**src/rtl/cpu_pkg.sv**
```systemverilog
// Shared CPU front-end types: bus widths, the fetch queue entry and the fetch FSM states.
package cpu_pkg;

   localparam int ADDR_W  = 32;
   localparam int INSTR_W = 32;

   typedef struct packed {
      logic [ADDR_W-1:0]  pc;
      logic [INSTR_W-1:0] instr;
   } fetch_entry_t;

   typedef enum logic [1:0] {
      BOOT,
      FETCH,
      HOLD
   } fetch_state_t;

   // Redirect targets are word aligned by dropping the two byte-offset bits.
   function automatic logic [ADDR_W-1:0] align_pc(input logic [ADDR_W-1:0] pc);
      return pc & ~{{(ADDR_W-2){1'b0}}, 2'b11};
   endfunction

endpackage

```
**src/rtl/fetch_queue.sv**
```systemverilog
// Two-entry FIFO of {pc, instr} pairs between instruction memory and the core.
module fetch_queue
   import cpu_pkg::*;
(
   input  logic               clk,
   input  logic               reset,
   input  logic               push,
   input  logic [ADDR_W-1:0]  push_pc,
   input  logic [INSTR_W-1:0] push_instr,
   input  logic               pop,
   input  logic               flush,
   output logic [1:0]         count,
   output logic [ADDR_W-1:0]  head_pc,
   output logic [INSTR_W-1:0] head_instr
);

   fetch_entry_t entries [2];
   logic         rd_ptr;
   logic         wr_ptr;
   logic [1:0]   count_q;

   // Flush only rewinds the pointers; stale payload is never presented because count drops to 0.
   always_ff @(posedge clk or negedge reset) begin
      if (!reset) begin
         entries[0] <= '0;
         entries[1] <= '0;
         rd_ptr     <= 1'b0;
         wr_ptr     <= 1'b0;
         count_q    <= 2'd0;
      end else if (flush) begin
         rd_ptr  <= 1'b0;
         wr_ptr  <= 1'b0;
         count_q <= 2'd0;
      end else begin
         if (push) begin
            entries[wr_ptr] <= '{pc: push_pc, instr: push_instr};
            wr_ptr          <= ~wr_ptr;
         end
         if (pop) begin
            rd_ptr <= ~rd_ptr;
         end
         count_q <= count_q + {1'b0, push} - {1'b0, pop};
      end
   end

   assign count      = count_q;
   assign head_pc    = entries[rd_ptr].pc;
   assign head_instr = entries[rd_ptr].instr;

endmodule

```
**src/rtl/pc_fetch_unit.sv**
```systemverilog
// Instruction-fetch front end: PC, credit-limited request FSM, response kill and output queue.
// Optional FETCH_ALIGN_CHECK_EN reports unaligned redirect targets on misalign_fault.
module pc_fetch_unit
   import cpu_pkg::*;
#(
   parameter logic [ADDR_W-1:0] RESET_PC = 32'h0000_0000,
   parameter logic [ADDR_W-1:0] PC_STEP  = 32'd4
) (
   input  logic               clk,
   input  logic               reset,
   output logic               imem_req,
   output logic [ADDR_W-1:0]  imem_addr,
   input  logic [INSTR_W-1:0] imem_rdata,
   input  logic               redirect_valid,
   input  logic [ADDR_W-1:0]  redirect_pc,
   output logic               out_valid,
   input  logic               out_ready,
   output logic [ADDR_W-1:0]  out_pc,
   output logic [INSTR_W-1:0] out_instr,
   output logic               misalign_fault
);

   fetch_state_t      state_q;
   logic [ADDR_W-1:0] fetch_pc_q;
   logic [ADDR_W-1:0] inflight_pc_q;
   logic              inflight_q;
   logic [1:0]        count;
   logic              pop;
   logic              push;
   logic [2:0]        occupancy;
   logic              credit_ok;

   assign out_valid = (count != 2'd0);
   assign pop       = out_valid & out_ready;

   // A slot freed by this cycle's pop can be re-used immediately, giving 1 instr/cycle streaming.
   assign occupancy = {1'b0, count} + {2'b00, inflight_q} - {2'b00, pop};
   assign credit_ok = (occupancy < 3'd2);

   assign imem_req  = (state_q != BOOT) & credit_ok & ~redirect_valid;
   assign imem_addr = fetch_pc_q;

   // A response returning in a redirect cycle belongs to the old path and is dropped.
   assign push = inflight_q & ~redirect_valid;

   always_ff @(posedge clk or negedge reset) begin
      if (!reset) begin
         state_q       <= BOOT;
         fetch_pc_q    <= RESET_PC;
         inflight_pc_q <= '0;
         inflight_q    <= 1'b0;
      end else if (redirect_valid) begin
         state_q    <= FETCH;
         fetch_pc_q <= align_pc(redirect_pc);
         inflight_q <= 1'b0;
      end else begin
         inflight_q <= imem_req;
         if (imem_req) begin
            inflight_pc_q <= fetch_pc_q;
            fetch_pc_q    <= fetch_pc_q + PC_STEP;
         end
         case (state_q)
            BOOT:        state_q <= FETCH;
            FETCH, HOLD: state_q <= credit_ok ? FETCH : HOLD;
            default:     state_q <= BOOT;
         endcase
      end
   end

   fetch_queue u_queue (
      .clk        (clk),
      .reset      (reset),
      .push       (push),
      .push_pc    (inflight_pc_q),
      .push_instr (imem_rdata),
      .pop        (pop),
      .flush      (redirect_valid),
      .count      (count),
      .head_pc    (out_pc),
      .head_instr (out_instr)
   );

`ifdef FETCH_ALIGN_CHECK_EN
   logic misalign_q;

   always_ff @(posedge clk or negedge reset) begin
      if (!reset) begin
         misalign_q <= 1'b0;
      end else begin
         misalign_q <= redirect_valid & (redirect_pc[1:0] != 2'b00);
      end
   end

   assign misalign_fault = misalign_q;
`else
   assign misalign_fault = 1'b0;
`endif

endmodule

```
**config.mk**
```make
export PLATFORM = sky130hd
export DESIGN_NAME = pc_fetch_unit
export DESIGN_NICKNAME = d
export VERILOG_FILES = /design/src/rtl/cpu_pkg.sv /design/src/rtl/fetch_queue.sv /design/src/rtl/pc_fetch_unit.sv
export SDC_FILE = /design/constraint.sdc
export NUM_CORES = 1
export LEC_CHECK = 0
export ABC_AREA = 1
export CAP_MARGIN = 10
export CELL_PAD_IN_SITES_DETAIL_PLACEMENT = 2
export CELL_PAD_IN_SITES_GLOBAL_PLACEMENT = 2
export CORE_ASPECT_RATIO = 1.75
export CORE_UTILIZATION = 34
export CTS_BUF_LIST = sky130_fd_sc_hd__clkbuf_8
export DETAILED_ROUTE_END_ITERATION = 6
export HOLD_SLACK_MARGIN = 0.08
export PLACE_DENSITY = 0.85
export SYNTH_ARGS = -nofsm -noshare
export SYNTH_HDL_FRONTEND = slang
export SYNTH_SLANG_ARGS = --single-unit
```
**constraint.sdc**
```tcl
create_clock -name clk -period 9.1 [get_ports clk]
set_input_delay 2.73 -clock clk [delete_from_list [all_inputs] [get_ports clk]]
set_output_delay 2.73 -clock clk [all_outputs]
set_load 0.005 [all_outputs]
```
==> metrics, run 1 <==
outcome=finished with violations; violated checks=design-rule violations; fin area=11300 µm²; Final Hold Fails=0; Clock Skew=16.5 ps; vias in the first global route=9083; hpwl dp=19400 µm; final setup TNS=0 ps; Worst VDD drop=413 µV; tightest hold margin=492 ps; global-route wire length before repair=46500 µm; register area=4780 µm²; CTS Sinks=191; CTS buffer count=17; Util after Layout=43.3%; Synth area leaders=dfrtp_1 53%, nand2_1 18%, o21ai_0 8.6%; pin count of the biggest net entering global routing=93; latest clock arrival within the worst-skew pair=500 ps; Startpoint Class=input port; final worst path period need=7900 ps; initial antenna violation count=0; via count=8054; crit path capture type=output pin; # nets final=1355; Slew Viols, Final=0; number of max-cap violations=0; I/O pins=167; CP endpoint=imem_req; port bufs=159; Yosys cell types=32; CP Max Fanout=3; worst hold path class=reg2reg; Die X-Extent=125 µm; synthesis-to-layout area growth=24.7%; placed instance area=10900 µm²; Synth top area share=52.8%; Routability Congestion=0.786; Syn Inst Count=1148; fin crit share=86.8%; Yosys Warn Count=0; clock slew at reported path FFs=90 ps; Synth Cell Area=9050 µm²; total power=3.83 mW; Leak=5.57 nW; Longest Clk Path Bufs=2; first-pass iteration count of the detailed router=7; Diodes inserted=0; Multi-input gate area=3550 µm²; cell taking the most area after synthesis=dfrtp_1; ANT nets after route=0; chip height=218 µm; Via density=4.99; final cell count without fillers=1613; RSZ-0062 raised after global routing=no; RR Startpoint=u_queue.count[1]; CTS resizes=0; initial DRC count=261; number of synthesized register bits=191; commonest non-fill, non-tap cells in the layout=443 x nand2_1, 190 x dfrtp_1, 158 x clkdlybuf4s50_1, 155 x o21ai_0, 114 x inv_1; wirelength, routed=28100 µm; Cell Rows=78; final worst slack=1200 ps; Tot GR Track Use=21.9%; share of cells above drive strength 1=5.80%; Fmax=127 MHz; Fill cells=2983; Slew headroom=47.0%; Seq/Total Area, Yosys=52.8%; root buffer cell=clkbuf_8; CP required=6370 ps; hold_sp=u_queue.entries[108]; Slew @ Worst Pin=795 ps; placed cells=1581; die area=27300 µm²; CTS tree=done; # setup viols final=0; H-Tree Level Count=4; Reg2Reg Setup Slack=6160 ps; crit path launch=out_ready; Arr. time, crit path=5170 ps; core area=26100 µm²; r2r worst-path depth=15; initial core utilization=34.7%; hold_buf cts=0; worst r2r dst=imem_addr[31]; most common cell after layout, fill and taps aside=nand2_1; remaining global-route overflow=0; post-DR wirelength/cell=17.4 µm; drt drc=12; syn avg cell area=7.89 µm²; pre-CTS setup slack=1180 ps; postcts setup bufs=0; Pwr Density=339 nW/µm²; WS Path Type=in2out
[power breakdown]
| group | total, mW | switching (mW) | leakage [nW] | internal (mW) |
|---|---|---|---|---|
| registers | 1.52 | 0.281 | 2.41 | 1.24 |
| clock network | 0.627 | 0.320 | 0.222 | 0.306 |
| logic | 1.69 | 0.945 | 2.93 | 0.741 |
[Yosys cell counts]
cell type    n
dfrtp_1    191
nor2_4       7
fa_1         1
nand2_2      9
o211ai_1     8
inv_1      112
o21ai_0    155
a21oi_1      6
nand4_1      2
xnor2_1      3
a31oi_1      1
nand3_2      1
ha_1         6
nor2_1      53
nand3_1     45
nor2_8       1
nand2_4      4
nor2_2       4
clkbuf_1    30
xor2_1       6
o21ai_1      7
conb_1       1
o21bai_1     6
nor3_1       2
buf_2       18
nand2_1    443
buf_1        3
buf_6        4
nand3b_1     6
buf_4        5
mux2i_1      1
inv_2        7
[layer usage]
| layer | up-vias | global-route usage (%) | share of wire, % |
|---|---|---|---|
| met5 | - | 0 | 0 |
| li1 | 3819 | - | - |
| met3 | 30 | 3.73 | 2.8 |
| met1 | 4070 | 23.5 | 40 |
| met4 | 0 | 8.37 | 2.7 |
| met2 | 135 | 42.3 | 55 |
[how the worst min path moves through the flow]
stage | endpoint | slack (ps) | cells after the start
after floorplan | u_queue.entries[55] | 450 | 2
after global placement | u_queue.entries[126] | 460 | 2
after detailed placement | u_queue.entries[108] | 470 | 2
after CTS | u_queue.entries[84] | 500 | 2
after global routing | u_queue.entries[108] | 520 | 2
final | u_queue.entries[108] | 490 | 2
[area by class of cell]
type / count / area share, %
clock buffers: 18 / 2.19
multi-input cells: 782 / 31.5
flip-flops and latches: 191 / 42.3
clock inverters: 14 / 1.70
well taps: 320 / 3.55
inverters: 119 / 3.96
repair buffers: 169 / 14.8
[registers in the layout (all words and copies together), names as in the netlist]
register,cells
imem_addr,30
inflight_pc_q,30
inflight_q,1
state_q,2
u_queue.count,2
u_queue.entries,124
u_queue.rd_ptr,1
u_queue.wr_ptr,1
[worst max-delay path: stages]
cell             delay, ps
clkdlybuf4s50_1        390
nand2_1                120
inv_1                   60
ha_1                   290
nor2_1                 150
fa_1                   430
inv_1                   80
nand3_2                130
nor2_4                 180
nand2_4                 60
inv_2                   50
clkdlybuf4s50_1        480
[kinds of logic after synthesis]
kind of cell	Yosys count	synth area share (%)
other cells	1	0.0414
buf+inv	179	8.21
fa+ha+maj	7	1.05
flops	191	52.8
xor+xnor	9	0.871
simple gates	577	26.4
mux	1	0.111
compound gates	183	10.5
(Power assumes the default switching activity.)
==> inputs of run 2 (changes only) <==
--- a/config.mk
+++ b/config.mk
@@ -14,7 +14,7 @@
 export CTS_BUF_LIST = sky130_fd_sc_hd__clkbuf_8
 export DETAILED_ROUTE_END_ITERATION = 6
 export HOLD_SLACK_MARGIN = 0.08
-export PLACE_DENSITY = 0.85
+export PLACE_DENSITY_LB_ADDON = 0.25
 export SYNTH_ARGS = -nofsm -noshare
 export SYNTH_HDL_FRONTEND = slang
 export SYNTH_SLANG_ARGS = --single-unit
==> run 2 against run 1 <==
Effect of this change:
- worst hold slack got worse by 1.7 ps
- highest routed layer unchanged
- routed wire length fell by 3.4%
- the flow still finishes with violations (design-rule violations)
- final area down 0.29%
==> metrics, run 2 (synthesis results as in run 1) <==
Slew Viols, Final=0 (unchanged); tightest hold margin=490 ps (-1.73 ps); Final Hold Fails=0 (unchanged); critical path cell sequence=clkdlybuf4s50_1, nand2_1, inv_1, ha_1, nor2_1, fa_1, inv_1, nand3_2, nor2_4, nand2_4, inv_2, clkdlybuf4s50_1; Arr. time, crit path=5140 ps (-30 ps); placed instance area=10800 µm² (about the same); Pwr Density=336 nW/µm² (-1.1%); clock slew at reported path FFs=100 ps (about the same); WP buf/inv=5 (unchanged); commonest non-fill, non-tap cells in the layout=443 x nand2_1, 190 x dfrtp_1, 158 x clkdlybuf4s50_1, 155 x o21ai_0, 112 x inv_1; Slew headroom=43.9% (-3.0 points); CP required=6370 ps (about the same); Clock Power Share=15.7% (-0.7 points); # setup viols final=0 (unchanged); worst hold path class=reg2reg; share of cells above drive strength 1=5.88% (+0.082 points); I/O pins=167 (unchanged); Max stage delay cell, worst path=clkdlybuf4s50_1; remaining global-route overflow=0 (unchanged); violated checks=design-rule violations; Fmax=127 MHz (+0.33%); Leak=5.54 nW (-0.40%); final worst path period need=7870 ps (-26.3 ps); switching share of power=40.7% (+0.30 points); Startpoint Class=input port; CP delay by family, top=buffers and inverters; hold_buf cts=0 (unchanged); Reg2Reg Setup Slack=6200 ps (+40 ps); root buffer cell=clkbuf_8; # nets final=1354 (-0.074%); synthesis-to-layout area growth=24.4%; global-route wire length before repair=44900 µm (-3.5%); CTS resizes=0 (unchanged); die area=27300 µm² (unchanged); Longest Clk Path Bufs=2 (unchanged); Comb power frac=44.2% (+0.2 points); Via density=4.92 (-1.4%); initial DRC count=371 (+42%); P_int=2.24 mW (-1.9%); Die X-Extent=125 µm (unchanged); initial core utilization=34.7% (unchanged); postcts setup bufs=0 (unchanged); number of max-cap violations=0 (unchanged); crit path capture type=output pin; H-Tree Level Count=4 (unchanged); wirelength, routed=27200 µm (-3.4%); Biggest register=u_queue.entries; pin count of the biggest net entering global routing=97 (+4.3%); Cell Rows=78 (unchanged); CTS Sinks=191 (unchanged); via count=7938 (-1.4%); initial antenna violation count=1 (+1); max incr delay on CP=490 ps (about the same); Clock Skew=20.6 ps (+4.04 ps); CP Max Fanout=3 (unchanged); core area=26100 µm² (unchanged); most common cell after layout, fill and taps aside=nand2_1; WS Path Type=in2out; Worst VDD drop=207 µV (-50%); Flop pwr share=40.1% (+0.5 points); Routability Congestion=0.804 (+2.3%); vias in the first global route=8663 (-4.6%); number of flip-flops in the largest register=124 (unchanged); Tot GR Track Use=21.3% (-0.59 points); port bufs=159 (unchanged); RSZ-0062 raised after global routing=no; latest clock arrival within the worst-skew pair=510 ps (about the same); P_sw=1.54 mW (-0.67%); chip height=218 µm (unchanged); CTS buffer count=17 (unchanged); ANT nets after route=0 (unchanged); post-DR wirelength/cell=16.9 µm (-3.4%); fin area=11300 µm² (-0.29%); CTS tree=done; Slew @ Worst Pin=841 ps (+45.6 ps); final setup TNS=0 ps (unchanged); fin crit share=86.5% (-0.29 points); first-pass iteration count of the detailed router=7 (unchanged); drt drc=11 (-1); outcome=finished with violations; hpwl dp=18500 µm (-4.6%)
[run 2: changes by cell type in the layout (fill, tap and decap cells not counted), sizes merged]
| cell | change |
|---|---|
| bufinv | -2 |
| clkinv | -1 |
| buf | -1 |
| diode | +1 |
| clkbuf | +1 |
| inv | +2 |
[run 2: area by class of cell]
class | instances | area, µm²
antenna | 1 | 2.50
clock buffer | 19 | 262
clock inverter | 13 | 150
fill | 3015 | 14800
inverter | 119 | 447
multi-input combinational | 782 | 3550
sequential | 191 | 4780
tap | 320 | 400
timing repair buffer | 168 | 1660
[run 2: final timing paths]
kind	from	to	cells past startpoint
worst min register to register	u_queue.entries[13]	u_queue.entries[13]	2
worst max register to register	u_queue.count[1]	imem_addr[4]	15
min in group asynchronous	reset	u_queue.entries[23]	1
worst max-delay path	out_ready	imem_req	12
worst min-delay path	u_queue.entries[13]	u_queue.entries[13]	2
max in group asynchronous	reset	inflight_pc_q[16]	2
[run 2: tightest hold or removal path, stage by stage (launching register included)]
cell     delay, ps
dfrtp_1        350
nand2_1         50
o21ai_0         50
[run 2: layer usage]
layer	track usage [%]	share of wire, %	vias up	routed length (µm)
li1	-	-	3807	-
met1	24.2	41	3988	11200
met2	40.4	55	119	14800
met3	3.21	2.5	24	683
met4	6.95	1.8	0	480
met5	0	0	-	0
[run 2: stage by stage]
step / util, % / std cells / power (mW) / worst slack [ps]
global route: 43.2 / 1613 / 4.11 / 1090
finish: 43.2 / 1613 / 3.78 / 1230
floorplan: - / 1152 / 2.38 / 2030
global placement: 41.6 / 1580 / 3.13 / 1230
CTS: 43.2 / 1612 / 3.86 / 1200
detailed placement: 41.6 / 1580 / 3.23 / 1210
[run 2: power groups by stage]
stage	Clock (mW)	Sequential [mW]	Combinational (mW)
detailed placement	0	1.53	1.70
finish	0.594	1.51	1.67
global placement	0	1.50	1.63
floorplan	0	1.45	0.929
global route	0.644	1.57	1.89
CTS	0.613	1.52	1.72
